**config.mk**
```make
export PLATFORM = sky130hd
export DESIGN_NAME = debounced_updown_display
export DESIGN_NICKNAME = d
export VERILOG_FILES = /design/src/rtl/debounced_updown_display.sv
export SDC_FILE = /design/constraint.sdc
export NUM_CORES = 1
export LEC_CHECK = 0
export ABC_CLOCK_PERIOD_IN_PS = 4200
export CAP_MARGIN = 20
export CORE_ASPECT_RATIO = 0.75
export CORE_MARGIN = 4
export CORE_UTILIZATION = 59
export CTS_BUF_LIST = sky130_fd_sc_hd__clkbuf_4 sky130_fd_sc_hd__clkbuf_8 sky130_fd_sc_hd__clkbuf_16
export CTS_CLUSTER_SIZE = 20
export DETAILED_ROUTE_END_ITERATION = 8
export PLACE_DENSITY = 0.78
export SYNTH_ARGS = -nofsm -noshare
export SYNTH_HDL_FRONTEND = slang
export SYNTH_SLANG_ARGS = --single-unit
```
**constraint.sdc**
```tcl
create_clock -name clk -period 4.2 [get_ports clk]
set_input_delay 0.84 -clock clk [delete_from_list [all_inputs] [get_ports clk]]
set_output_delay 0.84 -clock clk [all_outputs]
set_load 0.03 [all_outputs]
```
**src/rtl/debounced_updown_display.sv**
```systemverilog
// Two debounced push-buttons step a wrapping hex counter shown on a multiplexed
// common-anode 7-segment display. Define LZ_BLANK_EN to blank leading zero digits.
module debounced_updown_display #(
  parameter int DIGITS     = 8,
  parameter int DB_DEPTH   = 10,
  parameter int SAMPLE_DIV = 100000,
  parameter int SCAN_DIV   = 50000
) (
  input  logic                  clk,
  input  logic                  rst,
  input  logic                  btn_up,
  input  logic                  btn_down,
  output logic [4*DIGITS-1:0]   count,
  output logic [DIGITS-1:0]     anode,
  output logic [7:0]            cathode
);

  localparam int CW = 4 * DIGITS;
  localparam int SW = (SAMPLE_DIV > 1) ? $clog2(SAMPLE_DIV) : 1;
  localparam int KW = (SCAN_DIV > 1) ? $clog2(SCAN_DIV) : 1;
  localparam int IW = (DIGITS > 1) ? $clog2(DIGITS) : 1;

  localparam logic [SW-1:0]       SAMP_LAST = SW'(SAMPLE_DIV - 1);
  localparam logic [KW-1:0]       SCAN_LAST = KW'(SCAN_DIV - 1);
  localparam logic [IW-1:0]       IDX_LAST  = IW'(DIGITS - 1);
  localparam logic [CW-1:0]       CNT_ONE   = CW'(1);
  localparam logic [DB_DEPTH-1:0] SH_ONES   = '1;

  function automatic logic [7:0] hex_seg(input logic [3:0] nib);
    logic [7:0] seg;
    case (nib)
      4'h0:    seg = 8'hC0;
      4'h1:    seg = 8'hF9;
      4'h2:    seg = 8'hA4;
      4'h3:    seg = 8'hB0;
      4'h4:    seg = 8'h99;
      4'h5:    seg = 8'h92;
      4'h6:    seg = 8'h82;
      4'h7:    seg = 8'hF8;
      4'h8:    seg = 8'h80;
      4'h9:    seg = 8'h90;
      4'hA:    seg = 8'h88;
      4'hB:    seg = 8'h83;
      4'hC:    seg = 8'hC6;
      4'hD:    seg = 8'hA1;
      4'hE:    seg = 8'h86;
      default: seg = 8'h8E;
    endcase
    return seg;
  endfunction

  function automatic logic [7:0] digit_seg(input logic [CW-1:0] val, input logic [IW-1:0] idx);
    logic [7:0] seg;
    seg = hex_seg(4'(val >> {idx, 2'b00}));
`ifdef LZ_BLANK_EN
    if ((idx != '0) && ((val >> {idx, 2'b00}) == '0)) seg = 8'hFF;
`endif
    return seg;
  endfunction

  logic                up_sync_p0, up_sync_p1, dn_sync_p0, dn_sync_p1;
  logic [SW-1:0]       samp_cnt;
  logic                strobe;
  logic [DB_DEPTH-1:0] up_sh, dn_sh;
  logic                up_lvl, dn_lvl, up_lvl_p1, dn_lvl_p1;
  logic                up_pulse, dn_pulse;
  logic [KW-1:0]       scan_cnt;
  logic [IW-1:0]       idx, idx_nxt;

  assign strobe   = (samp_cnt == SAMP_LAST);
  assign up_pulse = up_lvl & ~up_lvl_p1;
  assign dn_pulse = dn_lvl & ~dn_lvl_p1;

  // Stage: two-flop synchronisers and shared sample prescaler
  always_ff @(posedge clk or negedge rst) begin
    if (!rst) begin
      up_sync_p0 <= 1'b0;
      up_sync_p1 <= 1'b0;
      dn_sync_p0 <= 1'b0;
      dn_sync_p1 <= 1'b0;
      samp_cnt   <= '0;
    end else begin
      up_sync_p0 <= btn_up;
      up_sync_p1 <= up_sync_p0;
      dn_sync_p0 <= btn_down;
      dn_sync_p1 <= dn_sync_p0;
      samp_cnt   <= strobe ? '0 : samp_cnt + SW'(1);
    end
  end

  // Stage: debounce shift registers, debounced levels and edge registers
  always_ff @(posedge clk or negedge rst) begin
    if (!rst) begin
      up_sh     <= '0;
      dn_sh     <= '0;
      up_lvl    <= 1'b0;
      dn_lvl    <= 1'b0;
      up_lvl_p1 <= 1'b0;
      dn_lvl_p1 <= 1'b0;
    end else begin
      if (strobe) begin
        up_sh <= {up_sh[DB_DEPTH-2:0], up_sync_p1};
        dn_sh <= {dn_sh[DB_DEPTH-2:0], dn_sync_p1};
      end
      if (up_sh == SH_ONES)  up_lvl <= 1'b1;
      else if (up_sh == '0)  up_lvl <= 1'b0;
      if (dn_sh == SH_ONES)  dn_lvl <= 1'b1;
      else if (dn_sh == '0)  dn_lvl <= 1'b0;
      up_lvl_p1 <= up_lvl;
      dn_lvl_p1 <= dn_lvl;
    end
  end

  // Stage: wrapping counter; simultaneous pulses cancel
  always_ff @(posedge clk or negedge rst) begin
    if (!rst) begin
      count <= '0;
    end else if (up_pulse && !dn_pulse) begin
      count <= count + CNT_ONE;
    end else if (dn_pulse && !up_pulse) begin
      count <= count - CNT_ONE;
    end
  end

  always_comb begin
    idx_nxt = idx;
    if (scan_cnt == SCAN_LAST) idx_nxt = (idx == IDX_LAST) ? '0 : idx + IW'(1);
  end

  // Stage: digit scan; cathode decodes the index/count of the previous cycle
  always_ff @(posedge clk or negedge rst) begin
    if (!rst) begin
      scan_cnt <= '0;
      idx      <= '0;
      anode    <= ~DIGITS'(1);
      cathode  <= 8'hC0;
    end else begin
      scan_cnt <= (scan_cnt == SCAN_LAST) ? '0 : scan_cnt + KW'(1);
      idx      <= idx_nxt;
      anode    <= ~(DIGITS'(1) << idx_nxt);
      cathode  <= digit_seg(count, idx);
    end
  end

endmodule

```
==> results of run 1 <==
==> routing by layer <==
layer  up-vias  global-route usage, %
li1       2467                      -
met3        23                   5.85
met5         -                      0
met1      2526                   35.2
met4         0                   7.67
met2       217                   36.4
==> worst max path at each step <==
stage | from | endpoint | slack (ns)
floorplan | up_lvl$_DFFE_PN0P_ | count[26]$_DFFE_PN0P_ | 0.94
global placement | up_lvl$_DFFE_PN0P_ | count[25]$_DFFE_PN0P_ | 0.70
detailed placement | up_lvl$_DFFE_PN0P_ | count[26]$_DFFE_PN0P_ | 0.51
CTS | up_lvl$_DFFE_PN0P_ | count[26]$_DFFE_PN0P_ | 0.49
global route | up_lvl$_DFFE_PN0P_ | count[12]$_DFFE_PN0P_ | 0.15
finish | up_lvl$_DFFE_PN0P_ | count[26]$_DFFE_PN0P_ | 0.44
==> metrics by stage <==
stage	util (%)	cell area (sq um)	power (W)	cells
2_1_floorplan	-	6540	0.00109	666
3_3_place_gp	65.6	7150	0.00112	837
3_5_place_dp	65.6	7150	0.00112	837
4_1_cts	68.4	7460	0.00198	853
5_1_grt	68.7	7490	0.00204	854
6_report	68.7	7490	0.00198	854
==> power groups by stage <==
stage / registers (W) / clock network, W / logic [W]
2_1_floorplan: 0.00109 / 0 / 0.00000190
3_3_place_gp: 0.00109 / 0 / 0.0000257
5_1_grt: 0.00107 / 0.000937 / 0.0000334
6_report: 0.00107 / 0.000876 / 0.0000284
4_1_cts: 0.00107 / 0.000885 / 0.0000267
3_5_place_dp: 0.00109 / 0 / 0.0000266
==> area by class of cell <==
class	instances	area [sq um]
inverter	22	82.6
clock inverter	4	53.8
tap	140	175
clock buffer	12	254
sequential	111	2790
fill	832	3410
multi-input combinational	509	3570
timing repair buffer	56	563
==> cells by family after synthesis <==
logic type	Yosys count	synth area share (%)
adders and majority gates	45	8.72
and+or+nand+nor	223	16.0
xor gates and xnor gates	54	7.23
AOI/OAI and AO/OA	150	15.0
muxes	36	7.55
buffers and inverters	46	2.83
DFF	111	42.6
other	1	0.0573
==> sequential cells by signal, indices dropped and copies added (netlist names) <==
| signal | flops |
|---|---|
| anode | 8 |
| up_sync_p1 | 1 |
| cathode | 7 |
| up_lvl_p1 | 1 |
| dn_sh | 10 |
| count | 32 |
| scan_cnt | 16 |
| dn_lvl_p1 | 1 |
| up_sh | 10 |
| up_sync_p0 | 1 |
| samp_cnt | 17 |
| idx | 3 |
| dn_sync_p1 | 1 |
| up_lvl | 1 |
| dn_lvl | 1 |
| dn_sync_p0 | 1 |
==> cells in the final DEF, fill, tap and decap left out, types with 8 or more instances in the layout <==
cell type        instances
a211oi_1                 8
a21oi_1                 36
and3_1                   9
clkbuf_16                9
clkdlybuf4s50_1         49
dfrtp_1                103
dfstp_2                  8
ha_1                    44
inv_1                   22
mux2_2                  23
mux4_2                   8
nand2_1                 82
nand3_1                 22
nand4_1                 12
nor2_1                  57
nor2b_1                  8
nor3_1                   9
o21ai_0                 43
o21ai_1                  9
xnor2_1                 25
xor2_1                  29
==> flow_summary_export.csv, run 1 <==
group,metric,value,unit
clocking,clock_latency,0.35,ns
finish,fin_nets,758,
floorplanning,fp.dieArea,0.0129,sq mm
setup_path,arrival,4.01,ns
floorplanning,coreArea,0.0109,sq mm
finish,layout-drive-gt1-share,10.1,%
setup_path,path_depth,11,
clocking,cts_buffers,9,
power_and_ir_drop,p_sw,0.000404,W
clocking,post_cts_buffers,0,
synth,netlist_top_cells_count,"dfrtp_1, nand2_1, nor2_1",
status,status,"finished, final reports clean",
synth,netlist_top_cells_area,"dfrtp_1, ha_1, nand2_1, mux2_2, xor2_1",
power_and_ir_drop,p_int,0.00157,W
floorplanning,die_h,99.2,microns
hold_path,hold_path.class,"flip-flop to flip-flop",
clocking,cts_tree,"yes",
timing,finalClockSkew,0.00899,ns
drt,met2_length,6.85,mm
setup_path,path_class,"flip-flop to flip-flop",
setup_path,r2r_end,"count[26]$_DFFE_PN0P_",
global_routing,grt_usage,24.3,%
drt,post_drt_via_cell_ratio,6.13,
setup_path,cpLargestDelayFamily,"compound AO/OA/AOI/OAI gates",
timing,worst_pin_slew,1.02,ns
run,cap_viol_max_count,0,
timing,max_freq,266,MHz
clocking,ctsResizeCount,0,
setup_path,r2r_slack,0.44,ns
power_and_ir_drop,power_frac_seq,54.2,%
global_routing,grt_pass1_vias,5056,
drt,wl_per_cell,17.6,microns
synth,synth_fp_nets,715,
synth,synth-seq-cells,111,
drt,drc_errors,0,
placement,dpl.hpwl,11.0,mm
timing,period_needed,3.76,ns
setup_path,cp_max_fo,24,
timing,hold_viol,0,
setup_path,r2r_start,"up_lvl$_DFFE_PN0P_",
synth,yosysUniqueCellTypes,63,
clocking,clockBufferDepth,2,
timing,max_slew_margin,32.2,%
power_and_ir_drop,leakage,3.53,nW
timing,holdWs,0.360,ns
setup_path,path_cells,"nor2b_1 > ha_1 > inv_1 > ha_1 > a21oi_1 > nor2b_1 > a2111oi_4 > o31ai_4 > a31oi_1 > xnor2_1 > mux2_4",
setup_path,worst_r2r_path_depth,11,
clocking,cts.hold.buffers_added,0,
drt,firstDrtPassIters,5,
placement,gp_congestion,0.957,
timing,worst_slack,0.436,ns
drt,routed_wirelength,15.0,mm
clocking,cts_num_sinks,111,
finish,antenna_cells,0,
global_routing,grt_max_degree,84,
power_and_ir_drop,clkPwrFrac,44.3,%
clocking,htreeDepth,3,
global_routing,antenna_found_initial,0,
synth,avgSynthCellArea,9.83,sq um
finish,area_growth,14.4,%
placement,dp_worst_setup_slack,0.510,ns
hold_path,whs_path_depth,0,
synth,synth_edf_count,0,
floorplanning,io_pins,52,
synth,synth_most_common_cell,"dfrtp_1",
drt,m1WireLength,6.76,mm
power_and_ir_drop,power_density,264,mW/mm^2
setup_path,cpPeakStageDelay,0.65,ns
clocking,path_clk_slew,0.08,ns
synth,netlist_instances,666,
timing,rsz0062_at_grt,"false",
timing,slew_viol_final,0,
synth,synth_largest_area_cell,"dfrtp_1",
synth,syn_area,0.00654,sq mm
setup_path,cp.required,4.44,ns
synth,synth_top_area_share,39.4,%
timing,fin_tns_setup,0,ns
floorplanning,die_width,130,microns
global_routing,overflow,0,
floorplanning,num_rows,33,
power_and_ir_drop,comb_power_share,1.4,%
placement,port_buffers,50,
synth,yosys_warnings,0,
setup_path,cp_slowest_cell,"inv_1",
global_routing,grt_first_pass_wirelength,25.1,mm
drt,drtAntennaViolNets,0,
synth,ys_seq_area_share,42.6,%
drt,vias,5233,
timing,setup_viol,0,
power_and_ir_drop,netSwitchingFraction,20.4,%
drt,top_layer_used,"met4",
power_and_ir_drop,peakVddDrop,0.184,mV
timing,fin_crit_sh,89.6,%
floorplanning,start_util,60.0,%
hold_path,hold_start,"up_sync_p0$_DFF_PN0_",
drt,route.met3.wl,1.17,mm
clocking,cts-root-buf,"clkbuf_16",
synth,ys.flop_type,"dfrtp_1",
setup_path,startpoint_type,"flip-flop",
setup_path,critPathBufInv,1,
setup_path,end_kind,"flip-flop",
synth,async_reset_ff_share,100,%
drt,drt-initial-drc-count,404,
hold_path,whs_endpoint,"up_sync_p1$_DFF_PN0_",
(Power assumes the default switching activity.)
==> inputs of run 2 (changes only) <==
- CORE_ASPECT_RATIO: 0.75 -> 0.7
- TNS_END_PERCENT: unset -> 50
==> run 2 against run 1 <==
  * Worst setup slack gained 0.27 ns
  * Sequential cell count is the same
  * Global-route usage grew 0.13 points
  * Sequential share of layout area shrank 0.11 points
  * Maximum frequency grew 7.7%
  * Largest cell class unchanged
  * Non-clock buffer count is the same
  * Via count shrank 1.4%
  * Clock-buffer cell count shrank 2
  * Final area grew 0.30%
  * Hold slack lost 0.014 ns
  * Core utilization grew 2.2 points
==> flow_summary_export.csv, run 2 (same netlist as run 1, synthesis figures left out) <==
group,metric,value,unit
status,status,"finished, final reports clean",
finish,multi_input_area,0.00357,sq mm
global_routing,grt_usage,24.4,%
drt,vias,5159,
drt,drtAntennaViolNets,0,
timing,fin_crit_sh,83.2,%
drt,met2_length,6.61,mm
floorplanning,num_rows,31,
finish,fillers,794,
timing,fin_tns_setup,0,ns
global_routing,antenna_found_initial,0,
clocking,cts_tree,"yes",
finish,biggestRegsByFlops,"count (32), samp_cnt (17), scan_cnt (16)",
power_and_ir_drop,clkPwrFrac,44.7,%
setup_path,cpPeakStageDelay,0.43,ns
global_routing,grt_first_pass_wirelength,24.8,mm
power_and_ir_drop,power_frac_seq,53.9,%
setup_path,cpLargestDelayFamily,"compound AO/OA/AOI/OAI gates",
drt,top_layer_used,"met4",
timing,period_needed,3.49,ns
power_and_ir_drop,leakage,3.54,nW
setup_path,startpoint_type,"flip-flop",
setup_path,cp_max_fo,34,
setup_path,path_cells,"nor2b_1 > ha_1 > inv_1 > buf_4 > ha_1 > o211ai_1 > o211ai_1 > a21oi_1 > nor4_2 > o21ai_1 > and4_1 > nor3_1",
finish,antenna_cells,0,
clocking,clock_latency,0.35,ns
power_and_ir_drop,p_sw,0.000431,W
power_and_ir_drop,p_int,0.00155,W
setup_path,path_class,"flip-flop to flip-flop",
clocking,post_cts_buffers,0,
timing,max_slew_margin,51.4,%
finish,largest_reg_flops,32,
floorplanning,coreArea,0.0106,sq mm
power_and_ir_drop,comb_power_share,1.4,%
timing,max_freq,286,MHz
timing,setup_viol,0,
timing,hold_viol,0,
drt,route.met3.wl,1.12,mm
floorplanning,die_h,96.1,microns
floorplanning,fp.dieArea,0.0129,sq mm
setup_path,end_kind,"flip-flop",
finish,layout_commonest_cell,"dfrtp_1",
setup_path,cp_slowest_cell,"o211ai_1",
drt,post_drt_via_cell_ratio,5.98,
setup_path,cp.required,4.46,ns
floorplanning,start_util,61.8,%
finish,layout-drive-gt1-share,10.1,%
placement,gp_congestion,0.907,
finish,fin_nets,758,
setup_path,worst_r2r_path_depth,12,
drt,firstDrtPassIters,5,
setup_path,r2r_end,"count[29]$_DFFE_PN0P_",
finish,layout_common_cells,"dfrtp_1, nand2_1, nor2_1",
power_and_ir_drop,power_density,264,mW/mm^2
power_and_ir_drop,netSwitchingFraction,21.7,%
drt,m1WireLength,7.26,mm
hold_path,hold_path.class,"input pin to asynchronous set/reset pin",
global_routing,overflow,0,
finish,top_register,"count",
floorplanning,io_pins,52,
floorplanning,die_width,134,microns
placement,dpl.hpwl,11.0,mm
power_and_ir_drop,peakVddDrop,0.226,mV
timing,slew_viol_final,0,
finish,seqCellArea,0.00279,sq mm
timing,rsz0062_at_grt,"false",
run,cap_viol_max_count,0,
setup_path,r2r_start,"up_lvl$_DFFE_PN0P_",
finish,stdcell_count,862,
clocking,htreeDepth,3,
setup_path,arrival,3.75,ns
clocking,cts_num_sinks,111,
clocking,clockBufferDepth,2,
finish,area_growth,14.8,%
placement,port_buffers,50,
setup_path,critPathBufInv,2,
clocking,path_clk_slew,0.08,ns
setup_path,r2r_slack,0.71,ns
clocking,ctsResizeCount,0,
timing,finalClockSkew,0.0144,ns
drt,drt-initial-drc-count,312,
drt,wl_per_cell,17.6,microns
drt,drc_errors,0,
clocking,cts.hold.buffers_added,0,
global_routing,grt_pass1_vias,4954,
global_routing,grt_max_degree,86,
clocking,cts-root-buf,"clkbuf_16",
placement,dp_cells,844,
clocking,cts_buffers,9,
drt,routed_wirelength,15.1,mm
timing,worst_pin_slew,0.708,ns
[run 2: metal layers]
layer	track usage, %	vias to the layer above
li1	-	2477
met1	34.9	2496
met2	37.5	173
met3	6.84	13
met4	5.48	0
met5	0	-
[run 2: power groups by stage]
stage	clock (W)	combinational [W]	sequential [W]
after floorplan	0	0.00000190	0.00109
after global placement	0	0.0000247	0.00109
after detailed placement	0	0.0000254	0.00109
after CTS	0.000908	0.0000254	0.00107
after global routing	0.000951	0.0000317	0.00107
final	0.000889	0.0000271	0.00107
[run 2: through the flow]
step                util, %  setup slack (ns)  power [W]  cell area (sq um)  hold WS, ns
global route           70.9             0.457    0.00205               7510        0.353
floorplan                 -             0.936    0.00109               6540        0.331
finish                 70.9             0.706    0.00199               7510        0.346
detailed placement     67.6             0.809    0.00112               7150        0.336
CTS                    70.5             0.773    0.00200               7470        0.358
global placement       67.6             0.911    0.00112               7150        0.332
[run 2: worst max path at each step]
stage,start,end,slack (ns),cells past startpoint
after detailed placement,up_lvl$_DFFE_PN0P_,count[31]$_DFFE_PN0P_,0.81,12
after CTS,up_lvl$_DFFE_PN0P_,count[31]$_DFFE_PN0P_,0.77,12
after global placement,up_lvl$_DFFE_PN0P_,count[29]$_DFFE_PN0P_,0.91,12
final,up_lvl$_DFFE_PN0P_,count[29]$_DFFE_PN0P_,0.71,12
after floorplan,up_lvl$_DFFE_PN0P_,count[26]$_DFFE_PN0P_,0.94,12
after global routing,up_lvl$_DFFE_PN0P_,count[29]$_DFFE_PN0P_,0.46,12
[run 2: layout make-up]
| class | count | area share (%) |
|---|---|---|
| clock buffers | 10 | 3.10 |
| well taps | 148 | 2.47 |
| flip-flops and latches | 111 | 37.1 |
| inverters | 22 | 1.10 |
| clock inverters | 6 | 1.07 |
| repair buffers | 56 | 7.60 |
| multi-input cells | 509 | 47.6 |
